===== src/rtl/debounce_pkg.sv =====
// rtl/debounce_pkg.sv - shared types, defaults and helpers for the button debouncer
//
// Contents:
//   deb_state_t        per-channel filter FSM state encoding
//   DEF_*              default timing constants for a 50 MHz clock
//   cnt_width()        width of a counter able to hold the largest timing constant
package debounce_pkg;

    typedef enum logic [1:0] {
        ST_LOW      = 2'b00,
        ST_CHK_HIGH = 2'b01,
        ST_HIGH     = 2'b10,
        ST_CHK_LOW  = 2'b11
    } deb_state_t;

    localparam int DEF_STABLE_CYCLES = 1_000_000;
    localparam int DEF_REPEAT_DELAY  = 25_000_000;
    localparam int DEF_REPEAT_PERIOD = 10_000_000;

    function automatic int cnt_width(input int a, input int b, input int c);
        int m;
        m = a;
        if (b > m) m = b;
        if (c > m) m = c;
        return $clog2(m + 1);
    endfunction

endpackage


===== src/rtl/debounce_channel.sv =====
// rtl/debounce_channel.sv - one button channel: synchroniser, bounce filter, edge and step pulses
//
// Optional feature macro: DEBOUNCE_AUTOREPEAT_EN (auto-repeat step pulses while held)
//
// Ports:
//   clk_50M  in   system clock
//   rst      in   synchronous active-high reset
//   button   in   raw asynchronous button, active-high
//   level    out  debounced level
//   rise     out  one-cycle pulse on debounced 0->1
//   fall     out  one-cycle pulse on debounced 1->0
//   step     out  press pulse plus optional auto-repeat pulses
import debounce_pkg::*;

module debounce_channel #(
    parameter int STABLE_CYCLES = DEF_STABLE_CYCLES,
    parameter int REPEAT_DELAY  = DEF_REPEAT_DELAY,
    parameter int REPEAT_PERIOD = DEF_REPEAT_PERIOD
) (
    input  logic clk_50M,
    input  logic rst,
    input  logic button,
    output logic level,
    output logic rise,
    output logic fall,
    output logic step
);

    localparam int CW = cnt_width(STABLE_CYCLES, REPEAT_DELAY, REPEAT_PERIOD);
    localparam logic [CW-1:0] CNT_ONE     = CW'(1);
    localparam logic [CW-1:0] CNT_MAX     = {CW{1'b1}};
    localparam logic [CW-1:0] STABLE_LAST = CW'(STABLE_CYCLES - 1);

    logic          s1, s2;
    deb_state_t    state, state_nxt;
    logic [CW-1:0] cnt, cnt_nxt;
    logic          rise_nxt, fall_nxt, level_nxt;

    always_comb begin
        state_nxt = state;
        cnt_nxt   = cnt;
        rise_nxt  = 1'b0;
        fall_nxt  = 1'b0;
        case (state)
            ST_LOW: begin
                if (s2) begin
                    state_nxt = ST_CHK_HIGH;
                    cnt_nxt   = CNT_ONE;
                end
            end
            ST_CHK_HIGH: begin
                if (!s2) begin
                    state_nxt = ST_LOW;
                    cnt_nxt   = '0;
                end else if (cnt == STABLE_LAST) begin
                    state_nxt = ST_HIGH;
                    cnt_nxt   = '0;
                    rise_nxt  = 1'b1;
                end else begin
                    cnt_nxt = (cnt == CNT_MAX) ? cnt : cnt + CNT_ONE;
                end
            end
            ST_HIGH: begin
                if (!s2) begin
                    state_nxt = ST_CHK_LOW;
                    cnt_nxt   = CNT_ONE;
                end
            end
            ST_CHK_LOW: begin
                if (s2) begin
                    state_nxt = ST_HIGH;
                    cnt_nxt   = '0;
                end else if (cnt == STABLE_LAST) begin
                    state_nxt = ST_LOW;
                    cnt_nxt   = '0;
                    fall_nxt  = 1'b1;
                end else begin
                    cnt_nxt = (cnt == CNT_MAX) ? cnt : cnt + CNT_ONE;
                end
            end
            default: begin
                state_nxt = ST_LOW;
                cnt_nxt   = '0;
            end
        endcase
        // A release still being qualified keeps the level high.
        level_nxt = (state_nxt == ST_HIGH) || (state_nxt == ST_CHK_LOW);
    end

    always_ff @(posedge clk_50M) begin
        if (rst) begin
            s1    <= 1'b0;
            s2    <= 1'b0;
            state <= ST_LOW;
            cnt   <= '0;
            level <= 1'b0;
            rise  <= 1'b0;
            fall  <= 1'b0;
        end else begin
            s1    <= button;
            s2    <= s1;
            state <= state_nxt;
            cnt   <= cnt_nxt;
            level <= level_nxt;
            rise  <= rise_nxt;
            fall  <= fall_nxt;
        end
    end

`ifdef DEBOUNCE_AUTOREPEAT_EN
    localparam logic [CW-1:0] DELAY_L  = CW'(REPEAT_DELAY);
    localparam logic [CW-1:0] PERIOD_L = CW'(REPEAT_PERIOD);

    logic [CW-1:0] rcnt, rcnt_nxt, rcnt_inc;
    logic          rep, rep_nxt, step_nxt;

    // rcnt restarts after every step; rep selects the first-delay or
    // steady-period threshold, so the counter never has to wrap.
    always_comb begin
        rcnt_nxt = rcnt;
        rep_nxt  = rep;
        step_nxt = rise_nxt;
        rcnt_inc = (rcnt == CNT_MAX) ? rcnt : rcnt + CNT_ONE;
        if (((state == ST_HIGH) || (state == ST_CHK_LOW)) && !fall_nxt) begin
            if (rcnt_inc == (rep ? PERIOD_L : DELAY_L)) begin
                step_nxt = 1'b1;
                rcnt_nxt = '0;
                rep_nxt  = 1'b1;
            end else begin
                rcnt_nxt = rcnt_inc;
            end
        end else begin
            rcnt_nxt = '0;
            rep_nxt  = 1'b0;
        end
    end

    always_ff @(posedge clk_50M) begin
        if (rst) begin
            rcnt <= '0;
            rep  <= 1'b0;
            step <= 1'b0;
        end else begin
            rcnt <= rcnt_nxt;
            rep  <= rep_nxt;
            step <= step_nxt;
        end
    end
`else
    assign step = rise;
`endif

endmodule


===== src/rtl/multi_channel_debouncer.sv =====
// rtl/multi_channel_debouncer.sv - N independent debounced push-button channels
//
// Optional feature macro: DEBOUNCE_AUTOREPEAT_EN (auto-repeat on o_step)
//
// Ports:
//   clk_50M   in   system clock
//   rst       in   synchronous active-high reset
//   i_button  in   [CHANNELS] raw asynchronous buttons, active-high
//   o_level   out  [CHANNELS] debounced levels
//   o_rise    out  [CHANNELS] one-cycle debounced press pulses
//   o_fall    out  [CHANNELS] one-cycle debounced release pulses
//   o_step    out  [CHANNELS] step pulses (press plus optional auto-repeat)
import debounce_pkg::*;

module multi_channel_debouncer #(
    parameter int CHANNELS      = 4,
    parameter int STABLE_CYCLES = DEF_STABLE_CYCLES,
    parameter int REPEAT_DELAY  = DEF_REPEAT_DELAY,
    parameter int REPEAT_PERIOD = DEF_REPEAT_PERIOD
) (
    input  logic                clk_50M,
    input  logic                rst,
    input  logic [CHANNELS-1:0] i_button,
    output logic [CHANNELS-1:0] o_level,
    output logic [CHANNELS-1:0] o_rise,
    output logic [CHANNELS-1:0] o_fall,
    output logic [CHANNELS-1:0] o_step
);

    for (genvar g = 0; g < CHANNELS; g++) begin : g_ch
        debounce_channel #(
            .STABLE_CYCLES (STABLE_CYCLES),
            .REPEAT_DELAY  (REPEAT_DELAY),
            .REPEAT_PERIOD (REPEAT_PERIOD)
        ) u_ch (
            .clk_50M (clk_50M),
            .rst     (rst),
            .button  (i_button[g]),
            .level   (o_level[g]),
            .rise    (o_rise[g]),
            .fall    (o_fall[g]),
            .step    (o_step[g])
        );
    end

endmodule

===== config.mk =====
export PLATFORM = sky130hd
export DESIGN_NAME = multi_channel_debouncer
export DESIGN_NICKNAME = d
export VERILOG_FILES = /design/src/rtl/debounce_pkg.sv /design/src/rtl/debounce_channel.sv /design/src/rtl/multi_channel_debouncer.sv
export SDC_FILE = /design/constraint.sdc
export NUM_CORES = 1
export LEC_CHECK = 0
export CORE_ASPECT_RATIO = 0.8
export CORE_MARGIN = 2
export CORE_UTILIZATION = 55
export DETAILED_ROUTE_END_ITERATION = 10
export GPL_ROUTABILITY_DRIVEN = 0
export MAX_ROUTING_LAYER = met4
export PLACE_DENSITY = 0.72
export RECOVER_POWER = 100
export REMOVE_ABC_BUFFERS = 1
export SLEW_MARGIN = 10
export SYNTH_ARGS = -nofsm -noshare
export SYNTH_HDL_FRONTEND = slang
export SYNTH_SLANG_ARGS = --single-unit

===== constraint.sdc =====
create_clock -name clk_50M -period 3.3 [get_ports clk_50M]
set_clock_uncertainty 0.05 [all_clocks]
set_input_delay 0.66 -clock clk_50M [delete_from_list [all_inputs] [get_ports clk_50M]]
set_output_delay 0.66 -clock clk_50M [all_outputs]
set_load 0.05 [all_outputs]

==> impl_metrics.yaml, run 1 <==
floorplan:
  die-area_sq_um: 12900
  num_rows: 35
  die_x_microns: 126
  core_area_sq_um: 11600
  ports_placed_on_the_boundary: 22
  chipHeight_microns: 102
  start_util: 0.568
layout:
  synthToLayoutAreaGrowth_pct: 11.7
  postLayoutCoreUtil: 0.634
  drive_gt1_frac: 0.0613
  fin_nets: 799
  antenna-diode-count: 0
grt:
  antenna_found_initial: 0
  grt.overflow.total: 0
  grt_first_pass_wirelength_microns: 26700
  total_routing_resource_utilization_after_global_routing: 0.257
  number_of_global_route_vias_before_repair: 5701
  grt_max_degree: 25
placement:
  place.detailed.hpwl_microns: 10700
  place.port_buffers: 21
yosys:
  synth_edf_count: 0
  ys.warnings.count: 0
  largest_family_of_logic_cells_by_synthesized_area: "simple AND/OR/NAND/NOR gates"
  synthAdderAreaFrac: 0.00759
  syn_area_per_cell_sq_um: 8.38
  synthMostInstantiatedCell: "dfxtp_1"
  ys_ff_latch: 128
  syn_inst: 787
  yosysTopAreaCell: "dfxtp_1"
  synth_cell_type_count: 67
  synth.top_cells.by_area: "dfxtp_1, a21oi_1, or4_1"
  synth_sequential_area_ratio: 0.389
  post_synth_most_frequent_cells: "dfxtp_1, nor2_1, a21oi_1"
  synth_top_cell_area_share: 0.389
  synth.area.mux_share: 0.0106
  synth.cell_area_sq_um: 6590
  xor_xnor_cell_area_share_of_the_yosys_netlist: 0.0530
  postSynth.topFlopCell: "dfxtp_1"
  post_synthesis_compound_gate_area_fraction: 0.168
  yosys.area_share.simple: 0.325
  synth-async-reset-ratio: 0
setup_path:
  worst_setup_path_end_kind: "flip-flop"
  critical_path.max_fanout: 23
  cp_cell_sequence: "or4_1 -> nor3_1 -> a21oi_1 -> o21ai_0 -> clkbuf_1 -> nor2_1"
  worst-endpoint-required_ns: 3.51
  cp_data_arrival_time_ns: 2.98
  critPathSlowestCell: "clkbuf_1"
  max_stage_delay_ns: 0.78
  r2r_setup_slack_ns: 0.53
  critPathLaunchType: "flip-flop"
  worstSetupPathType: "reg -> reg"
clocking:
  cts_hold_repair.buffers: 0
  clk_transition_reported_paths_ns: 0.06
  clock_insertion_delay_worst_skew_ns: 0.42
  max-clock-path-buffers: 2
  cts.root.buffer_cell: "clkbuf_16"
  ctsResizeCount: 0
  cts_tree: "built"
  tritoncts.num_buffers: 17
  cts_setup_buffers: 0
  cts.sink_count: 128
  htree_levels: 4
job:
  max-cap-violations: 0
drt:
  initialDrtViolationCount: 538
  detail_route.drc_violations: 0
  via_count: 6126
  drt_wl_total_microns: 15700
  post_drt_via_cell_ratio: 6.46
  number_of_nets_with_antenna_violations_after_routing: 0
  avgRoutedWirePerCell_microns: 16.6
  first_pass_iters: 5
pwr:
  vdd_ir_drop_max_uv: 398
  leakage_nw: 2.34
  power.density_nw_per_um2: 478
  fin_total_pwr_w: 0.00352
timing:
  rel_slew_slack: 0.317
  post-route-period-util: 0.839
  rsz0062_at_grt: "false"
  clock.fmax_mhz: 361
  setup_tns_after_final_layout_ns: 0
  timing_max_transition_violations_final: 0
  fin_crit_ns: 2.77
  timing_hold_violations_final: 0
  max_slew.worst_pin.slew_ns: 1.02
  finalSetupViolations: 0
min_path:
  hold_crit_path_type: "reg -> reg"
status:
  result_of_the_run: "completed"
## critical path, delay by kind of cell (launching register included)
kind	cells	cell delay [ns]
flops	1	0.37
simple gates	3	1.08
compound gates	2	0.33
buf+inv	1	0.78
## per-stage QoR
| step | setup slack, ns | cells | cell area [sq um] | hold slack (ns) |
|---|---|---|---|---|
| after floorplan | 0.718 | 738 | 6320 | 0.364 |
| after detailed placement | 0.761 | 918 | 6800 | 0.374 |
| after global placement | 0.834 | 918 | 6800 | 0.369 |
| after CTS | 0.670 | 948 | 7380 | 0.387 |
| final | 0.532 | 948 | 7360 | 0.383 |
| after global routing | 0.296 | 948 | 7360 | 0.407 |
## report_power, final
| group | internal, W | switching (W) |
|---|---|---|
| logic | 0.0000258 | 0.0000662 |
| registers | 0.00156 | 0.0000133 |
| clock network | 0.00120 | 0.000654 |
| total | 0.00278 | 0.000734 |
## layout make-up
cell class              instances  area [sq um]
inverters                      11          41.3
multi-input cells             599          3710
clock buffers                  24           502
repair buffers                 32           275
flip-flops and latches        128          2560
clock inverters                 6          80.1
fillers                       937          4240
well taps                     148           185
## state kept, by name, summed over array words and instances (netlist names)
signal and cells:
g_ch.u_ch.s2 4, g_ch.u_ch.fall 4, g_ch.u_ch.level 4, g_ch.u_ch.s1 4, g_ch.u_ch.state 8, g_ch.u_ch.cnt 100, g_ch.u_ch.rise 4
## kinds of logic (layout without fill, tap and decap cells)
family          count (synthesis)  count (layout)
compound gates                177             177
xor+xnor                       39              39
fa+ha+maj                       4               4
buf+inv                        60              73
flops                         128             128
mux                             7               7
simple gates                  372             372
## final timing paths
| path | start | end | cells past startpoint |
|---|---|---|---|
| worst max-delay path | g_ch[0].u_ch.cnt[6] | g_ch[0].u_ch.cnt[18] | 6 |
| worst min-delay path | g_ch[3].u_ch.s1 | g_ch[3].u_ch.s2 | 1 |
| worst max register to register | g_ch[0].u_ch.cnt[6] | g_ch[0].u_ch.cnt[18] | 6 |
| worst min register to register | g_ch[3].u_ch.s1 | g_ch[3].u_ch.s2 | 1 |
## layer usage
layer  share of wire  GRT usage  vias to the layer above  routed length (microns)
met2            0.46      0.395                      175                     7260
met5               0          -                        -                        0
met3           0.049     0.0550                       17                      776
met1            0.48      0.342                     2941                     7560
li1                -          -                     2993                        -
met4          0.0097     0.0811                        0                      153
## cells in the final DEF (no fill, tap or decap), types with 10 or more instances in the layout
cell type / n
and4_1: 10
nand2_1: 52
nor4_1: 23
nand4_1: 30
nor2_1: 67
or3_1: 28
dlygate4sd3_1: 17
inv_1: 11
o31ai_1: 24
a21oi_1: 66
dfxtp_1: 128
nor4b_1: 14
clkbuf_16: 17
xor2_1: 17
xnor2_1: 21
and3_1: 18
nand3_1: 42
o21ai_0: 37
or4_1: 36
No activity file was read; power rests on OpenSTA's default activity.
==> run 2: changes to the inputs <==
--- a/config.mk
+++ b/config.mk
@@ -11,7 +11,7 @@
 export DETAILED_ROUTE_END_ITERATION = 10
 export GPL_ROUTABILITY_DRIVEN = 0
 export MAX_ROUTING_LAYER = met4
-export PLACE_DENSITY = 0.72
+export PLACE_DENSITY = 0.75
 export RECOVER_POWER = 100
 export REMOVE_ABC_BUFFERS = 1
 export SLEW_MARGIN = 10
==> constraint.sdc (replaced) <==
create_clock -name clk_50M -period 2.4 [get_ports clk_50M]
set_clock_uncertainty 0.05 [all_clocks]
set_input_delay 0.48 -clock clk_50M [delete_from_list [all_inputs] [get_ports clk_50M]]
set_output_delay 0.48 -clock clk_50M [all_outputs]
set_load 0.05 [all_outputs]
==> run 2 against run 1 <==
Sequential cell count unchanged; die area unchanged; combinational power is 65% higher; via count is 4.9% higher; largest cell class unchanged.
==> impl_metrics.yaml, run 2 (synthesis gave the netlist of run 1 again) <==
status:
  result_of_the_run: "completed"
grt:
  number_of_global_route_vias_before_repair: 5899
  grt.overflow.total: 0
  total_routing_resource_utilization_after_global_routing: 0.273
  grt_max_degree: 35
  antenna_found_initial: 0
  grt_first_pass_wirelength_microns: 28200
timing:
  max_slew.worst_pin.slew_ns: 0.741
  rsz0062_at_grt: "false"
  rel_slew_slack: 0.504
  timing_hold_violations_final: 0
  post-route-period-util: 0.973
  clock.fmax_mhz: 428
  finalSetupViolations: 0
  final_critical_path_setup_slack_ns: 0.0654
  timing_max_transition_violations_final: 0
  fin_crit_ns: 2.33
pwr:
  power_switching_w: 0.00106
  vdd_ir_drop_max_uv: 569
  leakage_nw: 2.46
  power_switching_share: 0.229
  power.share.sequential: 0.468
  power.density_nw_per_um2: 610
  portion_of_total_power_attributed_to_the_clock_network: 0.499
  power.share.combinational: 0.033
  internal_power_w: 0.00356
drt:
  via_count: 6428
  detail_route.drc_violations: 0
  drt_wl_total_microns: 16400
  post_drt_via_cell_ratio: 6.55
  first_pass_iters: 6
  avgRoutedWirePerCell_microns: 16.7
  number_of_nets_with_antenna_violations_after_routing: 0
  initialDrtViolationCount: 560
placement:
  dp_worst_slack_ns: 0.0164
  postPlaceCellArea_sq_um: 7030
  place.detailed.hpwl_microns: 11300
  place.port_buffers: 21
layout:
  drive_gt1_frac: 0.104
  n_fill_cell: 946
  largest_registers: "g_ch.u_ch.cnt (100), g_ch.u_ch.state (8)"
  seqCellArea_sq_um: 2560
  mostFrequentLayoutCells: "dfxtp_1, nor2_1, a21oi_1"
  fin_nets: 831
  design_area_sq_um: 7560
  antenna-diode-count: 0
  largest-register: "g_ch.u_ch.cnt"
  synthToLayoutAreaGrowth_pct: 14.8
  largest_reg_flops: 100
  multi_input_comb_area_sq_um: 3740
  commonest_non_fill_non_tap_cell_in_the_layout: "dfxtp_1"
setup_path:
  critPathLaunchType: "flip-flop"
  r2r_setup_slack_ns: 0.07
  worst-endpoint-required_ns: 2.69
  worst_setup_path_end_kind: "flip-flop"
  rr_endpoint: "g_ch[2].u_ch.cnt[18]"
  worstSetupPathType: "reg -> reg"
  critical_path.max_fanout: 7
  cp_data_arrival_time_ns: 2.63
  reg2reg_depth: 6
  r2r-start: "g_ch[2].u_ch.cnt[1]"
floorplan:
  die-area_sq_um: 12900
  core_area_sq_um: 11600
  ports_placed_on_the_boundary: 22
  chipHeight_microns: 102
  start_util: 0.568
  die_x_microns: 126
  num_rows: 35
clocking:
  clock_insertion_delay_worst_skew_ns: 0.42
  cts_hold_repair.buffers: 0
  htree_levels: 4
  clk_transition_reported_paths_ns: 0.06
  cts.sink_count: 128
  tritoncts.num_buffers: 17
  max-clock-path-buffers: 2
  cts_tree: "built"
  cts.root.buffer_cell: "clkbuf_16"
min_path:
  whs_path_depth: 1
  hold_path_end: "g_ch[2].u_ch.s2"
  holdCritStartpoint: "g_ch[2].u_ch.s1"
  hold_crit_path_type: "reg -> reg"
job:
  max-cap-violations: 0
## run 2: worst max path at each step
stage	start	endpoint	slack, ns
floorplan	g_ch[3].u_ch.cnt[0]	g_ch[3].u_ch.cnt[10]	-0.18
global placement	g_ch[2].u_ch.cnt[0]	g_ch[2].u_ch.cnt[18]	0.16
detailed placement	g_ch[2].u_ch.cnt[0]	g_ch[2].u_ch.cnt[18]	0.02
CTS	g_ch[2].u_ch.cnt[9]	g_ch[2].u_ch.level	0.01
global route	g_ch[2].u_ch.cnt[1]	g_ch[2].u_ch.cnt[18]	0.004
finish	g_ch[2].u_ch.cnt[1]	g_ch[2].u_ch.cnt[18]	0.07
## run 2: area by class of cell
class	count	share of cell area
Clock buffer	22	0.0614
Tap cell	148	0.0245
Timing Repair Buffer	64	0.0665
Inverter	11	0.00546
Multi-Input combinational cell	599	0.495
Clock inverter	10	0.00844
Sequential cell	128	0.339
## run 2: layer usage
metal  up-vias  wire length [microns]  track usage
met3        38                   1070       0.0555
met2       273                   7620        0.426
li1       3069                      -            -
met4         0                    274       0.0938
met5         -                      0            -
met1      3048                   7440        0.357
## run 2: power by group through the flow
stage | combinational [W] | sequential (W) | clock (W)
final | 0.000152 | 0.00216 | 0.00230
after global routing | 0.000167 | 0.00216 | 0.00244
after global placement | 0.000148 | 0.00220 | 0
after floorplan | 0.0000759 | 0.00220 | 0
after CTS | 0.000154 | 0.00216 | 0.00233
after detailed placement | 0.000152 | 0.00220 | 0
## run 2: worst max-delay path, stage by stage (launching register included)
cell and delay (ns):
dfxtp_1 0.39, ha_1 0.20, nand3_1 0.11, or4_1 0.59
or2_1 0.32, or4_1 0.43, a21oi_1 0.17
## run 2: repair_timing
item                                    CTS  global route
gates resized for setup                   1             7
endpoints found under the setup margin    1            63
pin swaps                                 0             2
setup buffers                             0             2
## run 2: stage by stage
stage                util  hold WS [ns]  setup TNS, ns  std cells  total power, W
finish              0.652         0.386              0        982         0.00462
global route        0.652         0.415              0        982         0.00476
CTS                 0.651         0.389              0        980         0.00464
detailed placement  0.606         0.376              0        948         0.00236
global placement    0.606         0.367              0        948         0.00235
floorplan               -         0.364          -5.09        738         0.00228
